<file path="config.mk">
export PLATFORM = sky130hd
export DESIGN_NAME = fft_sample_framer
export DESIGN_NICKNAME = d
export VERILOG_FILES = /design/src/rtl/fft_pkg.sv /design/src/rtl/fft_frame_bank.sv /design/src/rtl/fft_sample_framer.sv
export SDC_FILE = /design/constraint.sdc
export NUM_CORES = 1
export LEC_CHECK = 0
export ABC_AREA = 1
export CAP_MARGIN = 40
export CORE_MARGIN = 2
export CORE_UTILIZATION = 40
export CTS_CLUSTER_DIAMETER = 60
export DETAILED_ROUTE_END_ITERATION = 8
export HOLD_SLACK_MARGIN = 0.08
export PLACE_DENSITY_LB_ADDON = 0.15
export SYNTH_ARGS = -nofsm -noshare
export SYNTH_HDL_FRONTEND = slang
export SYNTH_SLANG_ARGS = --single-unit
</file>
<file path="constraint.sdc">
create_clock -name clk -period 1.65 [get_ports clk]
set_input_delay 0.2475 -clock clk [delete_from_list [all_inputs] [get_ports clk]]
set_output_delay 0.2475 -clock clk [all_outputs]
set_load 0.01 [all_outputs]
</file>
<file path="src/rtl/fft_pkg.sv">
// Shared types and constants for the FFT sample framer and its frame bank.
package fft_pkg;

  typedef enum logic {
    FILL = 1'b0,
    HOLD = 1'b1
  } framer_state_e;

  localparam int DEFAULT_SAMPLES = 16;
  localparam int DEFAULT_WIDTH   = 3;

  // Width of a sample index; never narrower than one bit.
  function automatic int idx_width(input int samples);
    return (samples > 2) ? $clog2(samples) : 1;
  endfunction

endpackage

</file>
<file path="src/rtl/fft_frame_bank.sv">
// SAMPLES x WIDTH register file: one indexed write port, full parallel read-out.
module fft_frame_bank
  import fft_pkg::*;
#(
  parameter int SAMPLES = DEFAULT_SAMPLES,
  parameter int WIDTH   = DEFAULT_WIDTH
) (
  input  logic                          clk,
  input  logic                          rst_n,
  input  logic                          wr_en_i,
  input  logic [idx_width(SAMPLES)-1:0] wr_idx_i,
  input  logic [WIDTH-1:0]              wr_data_i,
  output logic [WIDTH-1:0]              rd_data_o [SAMPLES-1:0]
);

  logic [WIDTH-1:0] mem_q [SAMPLES-1:0];

  // NOTE: the buffer is reset on purpose so a discarded frame never leaks out;
  // this costs a reset pin per flop, which is why memories are usually left unreset.
  always_ff @(posedge clk or negedge rst_n) begin
    if (!rst_n) begin
      for (int i = 0; i < SAMPLES; i++) mem_q[i] <= '0;
    end else if (wr_en_i) begin
      mem_q[wr_idx_i] <= wr_data_i;
    end
  end

  assign rd_data_o = mem_q;

endmodule

</file>
<file path="src/rtl/fft_sample_framer.sv">
// Collects serial samples into SAMPLES-long frames for the FFT reorder stage.
// Define FFT_FRAMER_PINGPONG_EN for a second bank so filling continues while a frame is presented.
module fft_sample_framer
  import fft_pkg::*;
#(
  parameter int SAMPLES = DEFAULT_SAMPLES,
  parameter int WIDTH   = DEFAULT_WIDTH
) (
  input  logic             clk,
  input  logic             rst_n,
  input  logic [WIDTH-1:0] sample_in,
  input  logic             sample_valid,
  output logic             sample_ready,
  output logic [WIDTH-1:0] frame_out [SAMPLES-1:0],
  output logic             frame_valid,
  input  logic             frame_ack,
  output logic [7:0]       frame_count
);

  localparam int               IDX_W    = idx_width(SAMPLES);
  localparam logic [IDX_W-1:0] LAST_IDX = IDX_W'(SAMPLES - 1);

  logic [IDX_W-1:0] wr_idx_q, wr_idx_d;
  logic [7:0]       frame_count_q, frame_count_d;
  logic             accept;
  logic             frame_done;

  assign accept     = sample_valid && sample_ready;
  assign frame_done = accept && (wr_idx_q == LAST_IDX);

  // SAMPLES is a power of two, so the index wraps to 0 on its own after the last sample.
  always_comb begin
    wr_idx_d      = accept ? wr_idx_q + 1'b1 : wr_idx_q;
    frame_count_d = frame_done ? frame_count_q + 8'd1 : frame_count_q;
  end

  always_ff @(posedge clk or negedge rst_n) begin
    if (!rst_n) begin
      wr_idx_q      <= '0;
      frame_count_q <= '0;
    end else begin
      wr_idx_q      <= wr_idx_d;
      frame_count_q <= frame_count_d;
    end
  end

  assign frame_count = frame_count_q;

`ifdef FFT_FRAMER_PINGPONG_EN
  // wr_bank_q: bank being filled; rd_bank_q: oldest full bank, the one presented.
  logic [1:0]       full_q, full_d;
  logic             wr_bank_q, wr_bank_d;
  logic             rd_bank_q, rd_bank_d;
  logic [WIDTH-1:0] bank0_data [SAMPLES-1:0];
  logic [WIDTH-1:0] bank1_data [SAMPLES-1:0];

  assign sample_ready = ~&full_q;
  assign frame_valid  = full_q[rd_bank_q];

  // Ack and completion are applied independently, so a same-edge pair hands over with no gap.
  always_comb begin
    full_d    = full_q;
    wr_bank_d = wr_bank_q;
    rd_bank_d = rd_bank_q;
    if (frame_valid && frame_ack) begin
      full_d[rd_bank_q] = 1'b0;
      rd_bank_d         = ~rd_bank_q;
    end
    if (frame_done) begin
      full_d[wr_bank_q] = 1'b1;
      wr_bank_d         = ~wr_bank_q;
    end
  end

  always_ff @(posedge clk or negedge rst_n) begin
    if (!rst_n) begin
      full_q    <= '0;
      wr_bank_q <= 1'b0;
      rd_bank_q <= 1'b0;
    end else begin
      full_q    <= full_d;
      wr_bank_q <= wr_bank_d;
      rd_bank_q <= rd_bank_d;
    end
  end

  fft_frame_bank #(.SAMPLES(SAMPLES), .WIDTH(WIDTH)) u_bank0 (
    .clk       (clk),
    .rst_n     (rst_n),
    .wr_en_i   (accept && !wr_bank_q),
    .wr_idx_i  (wr_idx_q),
    .wr_data_i (sample_in),
    .rd_data_o (bank0_data)
  );

  fft_frame_bank #(.SAMPLES(SAMPLES), .WIDTH(WIDTH)) u_bank1 (
    .clk       (clk),
    .rst_n     (rst_n),
    .wr_en_i   (accept && wr_bank_q),
    .wr_idx_i  (wr_idx_q),
    .wr_data_i (sample_in),
    .rd_data_o (bank1_data)
  );

  always_comb begin
    for (int i = 0; i < SAMPLES; i++) begin
      frame_out[i] = rd_bank_q ? bank1_data[i] : bank0_data[i];
    end
  end
`else
  framer_state_e state_q, state_d;

  // Both outputs decode the state register only, keeping sample_ready free of input paths.
  assign sample_ready = (state_q == FILL);
  assign frame_valid  = (state_q == HOLD);

  // NOTE: assigning state_d before the case gives every path a value, so no latch is inferred.
  always_comb begin
    state_d = state_q;
    case (state_q)
      FILL:    if (frame_done) state_d = HOLD;
      HOLD:    if (frame_ack)  state_d = FILL;
      default: state_d = FILL;
    endcase
  end

  always_ff @(posedge clk or negedge rst_n) begin
    if (!rst_n) state_q <= FILL;
    else        state_q <= state_d;
  end

  fft_frame_bank #(.SAMPLES(SAMPLES), .WIDTH(WIDTH)) u_bank (
    .clk       (clk),
    .rst_n     (rst_n),
    .wr_en_i   (accept),
    .wr_idx_i  (wr_idx_q),
    .wr_data_i (sample_in),
    .rd_data_o (frame_out)
  );
`endif

endmodule
</file>
# Word level (Yosys, flattened, before mapping)
# Index checks and enable logic that the tools add are counted.
# totals
regBits,61
in_bits,7
out_inout_bits,58
elab_cells,34
# op_classes
addsub,2
magnitude_cmp,2
eq_ne,1
n_mux,6
bitwise,1
n_reduce_logical,3
# ops
operator,count
bitwise mux 48 bit,1
demux 3 bit (select 4 bit),1
"adder 8 x 1 -> 8 bit, second input constant",1
"less-than comparator 4 x 5 -> 1 bit, second input constant",1
"adder 4 x 1 -> 4 bit, second input constant",1
"equality test 4 bit, second input constant",1
">= comparator 4 x 1 -> 1 bit, second input constant",1
logical AND 1 bit,3
two-way mux 3 bit,1
two-way mux 1 bit,2
one-hot mux 1 bit (2 select lines),1
NOT 1 bit,1

# Longest topological paths before layout
# Gate-level depths: netlist of the first run.
# logic_depth
word_depth,5
depth_mapped,9
mapped_depth_nobuf,7

# By module
# A second synthesis of the first run with hierarchy kept.
# unflattened
hier_cells,333
area_unflattened_um2,2780.2
# modules_own_cells
module,instances,cells_per_inst,area_per_inst_um2,seq_area_each_um2
fft_frame_bank,1,260,2129.5,1201.2
fft_sample_framer,1,73,650.6,325.3

# Worst setup path before layout of the first run
# Ideal clock, no wire load.
# synth_timing
path_kind,register to register
start,register state_q (netlist: frame_valid)
end,register u_bank.mem_q (netlist bit u_bank.rd_data_o[30])
setup_ns,0.123
arrival_time_ns,1.172
slack_ns,0.355
path_stages_with_launch,9
n_path_buf,2
period_less_slack_ns,1.295
cell_sequence,dfrtp_1 > inv_2 > nand2_4 > inv_2 > buf_6 > nand2_1 > clkbuf_2 > o21ai_0 > nand2_1
# synth_between
elab_chain_len,2
# synth_lines
element,line_no,rtl
"start, declared",fft_sample_framer.sv:111,"framer_state_e state_q, state_d;"
"start signal, assigned",fft_sample_framer.sv:129,else state_q <= state_d;
NOT 1 bit,fft_sample_framer.sv:114,assign sample_ready = (state_q == FILL);
net sample_ready,fft_sample_framer.sv:13,"output logic sample_ready,"
logical AND 1 bit,fft_sample_framer.sv:28,assign accept = sample_valid && sample_ready;
"end signal, assigned by index",fft_frame_bank.sv:24,mem_q[wr_idx_i] <= wr_data_i;
"end, declared",fft_frame_bank.sv:16,logic [WIDTH-1:0] mem_q [SAMPLES-1:0];
# The timed path passes the listed nets, and every way through them passes these cells.
# A chain may end at the register's enable or synchronous reset.

# Final worst setup path of the first run
# layout_timing
start,register state_q (netlist: frame_valid)
end,output port sample_ready
# layout_between
elab_chain_len,1
# layout_lines
element,line_no
NOT 1 bit,fft_sample_framer.sv:114
"end, declared",fft_sample_framer.sv:13
# Every way passes these cells.

==> results of run 1 <==
-- final cells by class --
cell class              instances  area (um^2)
clock buffers                  10          138
well taps                      77         96.3
multi-input cells             204          938
clock inverters                 6          134
flip-flops and latches         61         1530
repair buffers                 72          711
fillers                       569         2720
inverters                      14         52.6
-- worst register-to-register path: stages (launching register included) --
cell,delay (ns)
dfrtp_1,0.41
inv_1,0.13
ha_1,0.19
nand2_1,0.25
nor2_1,0.27
nand2_1,0.08
nand2_1,0.08
-- sequential cells by signal (all words and copies together) (netlist names) --
signal and cells:
frame_valid 1, wr_idx_q 4, u_bank.rd_data_o 48, frame_count 8
-- per-layer routing --
| metal | vias up | part of all wire [%] | wire length, um | GRT usage (%) |
|---|---|---|---|---|
| met5 | - | 0 | 0 | 0 |
| met4 | 0 | 0.85 | 50 | 7.07 |
| met3 | 4 | 4.3 | 252 | 5.80 |
| met2 | 42 | 49 | 2870 | 28.8 |
| met1 | 1018 | 46 | 2730 | 21.6 |
| li1 | 1072 | - | - | - |
-- through the flow --
| stage | instance area (um^2) | hold WS (ns) | worst slack (ns) | power [mW] |
|---|---|---|---|---|
| after CTS | 3600 | 0.447 | 0.0141 | 7.12 |
| after floorplan | 2600 | -0.0481 | 0.355 | 3.81 |
| after global placement | 3310 | 0.285 | 0.0666 | 5.24 |
| final | 3600 | 0.452 | 0.0716 | 7.04 |
| after global routing | 3600 | 0.467 | 0.000320 | 7.52 |
| after detailed placement | 3310 | 0.280 | 0.0138 | 5.30 |
-- how the worst max path moves through the flow --
stage | startpoint | end | slack [ns] | depth (start not counted)
floorplan | frame_valid$_DFF_PN0_ | u_bank.rd_data_o[30]$_DFFE_PN0P_ | 0.36 | 8
global placement | sample_valid | u_bank.rd_data_o[42]$_DFFE_PN0P_ | 0.07 | 6
detailed placement | sample_valid | u_bank.rd_data_o[30]$_DFFE_PN0P_ | 0.01 | 7
CTS | frame_count[3]$_DFFE_PN0P_ | frame_count[3] | 0.01 | 1
global route | frame_valid$_DFF_PN0_ | sample_ready | 0.0003 | 2
finish | frame_valid$_DFF_PN0_ | sample_ready | 0.07 | 2
-- synthesized netlist by cell type --
library cell,count
ha_1,5
nor2_2,1
nand2_4,1
o21ai_1,10
xnor2_1,1
nand3_1,9
nand2_2,1
nand4_1,2
inv_2,3
o21ai_0,42
nand2_1,109
buf_6,3
nor2_1,16
clkbuf_2,2
inv_1,11
xor2_1,4
or2_1,1
dfrtp_1,61
nand3b_1,2
clkbuf_1,3
buf_2,5
-- power groups by stage --
stage	clock network (mW)	logic (mW)	registers, mW
global placement	0	2.64	2.60
global route	1.91	2.95	2.66
finish	1.79	2.67	2.58
detailed placement	0	2.69	2.61
CTS	1.83	2.71	2.59
floorplan	0	1.01	2.80
-- layout by cell type (no fill, tap or decap), types with 2 or more instances in the layout --
master,instances
buf_4,6
bufinv_16,4
clkbuf_8,10
clkdlybuf4s50_1,63
dfrtp_1,59
dfrtp_2,2
ha_1,5
inv_1,11
inv_2,3
nand2_1,109
nand3_1,9
nand3b_1,2
nand4_1,2
nor2_1,16
o21ai_0,42
o21ai_1,10
xor2_1,4
-- cell families after synthesis --
kind of cell | Yosys count | share of synthesized area (%)
AO/OA/AOI/OAI | 52 | 10.0
XOR/XNOR | 5 | 1.69
adder cells (fa/ha/maj) | 5 | 2.41
buffers and inverters | 27 | 5.11
flip-flops | 61 | 58.8
AND/OR/NAND/NOR | 142 | 22.0
-- timing repair --
action	in CTS	in global routing
resized for setup	0	2
hold endpoints to repair	61	0
hold buffers	1	0
endpoints found under the setup margin	0	2
==> flow_summary.toml, run 1 <==
[status]
run_status = "complete, no violations"

[synth]
syn_inst = 292
postSynthAreaPerCell_um2 = 8.90
yosysWarningCount = 0
synth_top_area_cell = "dfrtp_1"
synth_sequential_area_ratio_pct = 58.8
yosys-top-cells-area = "dfrtp_1, nand2_1, o21ai_0"
synth.net_count = 304
synth.cell_area_mm2 = 0.00260
synth.distinct_cells = 21
post-synth-top-area-fraction_pct = 58.8
synth_seq_cells = 61

[placed_design]
detailed_place_hpwl_um = 4140
finalWeightedCongestion = 0.789
place.port_buffers = 64
post-place-cells = 427

[sta]
final_slew_viol_count = 0
clock-skew-final_ns = 0.0104
min_period_over_period_pct = 95.7
worst-slew-pin-transition_ns = 0.491
period_needed_ns = 1.58
timing.slew.headroom_pct = 67.3
finalSetupViolations = 0
hold_viol = 0
fmax_ghz = 0.634
tns_ns = 0
rsz0062_at_grt = "no"

[worst_setup_path]
r2r_cells = 6
reg2reg_setup_slack_ns = 0.19
crit_arrival_ns = 1.33
r2r_end = "u_bank.rd_data_o[30]$_DFFE_PN0P_"
critical_path.reg2reg.startpoint = "wr_idx_q[0]$_DFFE_PN0P_"
timing.critical_path.buf_inv = 2
crit_path_max_fanout = 3
endpoint_kind = "output port"
critical-path-top-delay-family = "buffers and inverters"
worst_setup_path_start_kind = "flip-flop"
critical_path.cell_chain = "inv_2 -> clkdlybuf4s50_1"
worstPathRequired_ns = 1.40
timing_worst_setup_path_type = "flip-flop to output port"
worst_path_max_delay_cell = "clkdlybuf4s50_1"
worst_path_largest_cell_delay_ns = 0.54

[final_layout]
fraction_of_layout_cells_with_a_size_suffix_above_1_pct = 8.72
area_delta_synth_final_pct = 38.5
antenna_cells = 0
nNetsFinal = 374
post-route-util_pct = 57.0
post_layout_nonfiller_instances = 444

[global_routing]
tot_gr_track_use_pct = 17.6
grt_first_pass_wirelength_um = 9950
initial_antenna_violation_count = 0
grt_start_max_net_pins = 62
gr-total-overflow = 0
first_global_vias = 2134

[die]
die_area_mm2 = 0.00715
core_region_area_mm2 = 0.00631
die-width_um = 84.6
initial_core_util_pct = 41.1
io-pin-count = 65
core.rowCount = 29
die_height_um = 84.6

[power_and_ir_drop]
power.combinational.fraction_pct = 37.9
total_power_density_per_cell_area_mw_per_mm2 = 1960
intPower_mw = 4.73
switching_share_pct = 32.9
p_leak_nw = 1.69
power.switching_mw = 2.32
share_seq_of_total_power_pct = 36.6
ir_worst_vdd_mv = 0.921
clock_power_share_pct = 25.5

[run]
timing.max_cap.violations = 0

[clocking]
latest_clock_arrival_within_the_worst_skew_pair_ns = 0.34
max_clock_buf_depth = 2
clock_sinks = 61
tritoncts_clock_tree = "done"
postCtsSetupBuffers = 0
h_tree_levels = 3
clk_pin_slew_worst_paths_ns = 0.07
tritoncts.num_buffers = 9
cts_root_buffer = "clkbuf_8"

[detailed_routing]
totalWireLength_um = 5890
drc = 0
antenna_left = 0
route.detailed.vias_per_inst = 4.81
num_vias = 2136
drtIter0Drc = 71
wl_per_cell_um = 13.3
drt_pass1_iterations = 4

[worst_hold_path]
timing.hold.worst.class = "primary input to asynchronous set/reset pin"
Note: power is estimated with default switching activity, not from simulation.
==> inputs of run 2 (changes only) <==
- CAP_MARGIN: 40 -> not set
==> results of run 2 <==
The final DEF is identical to that of run 1; final timing and power are the same.
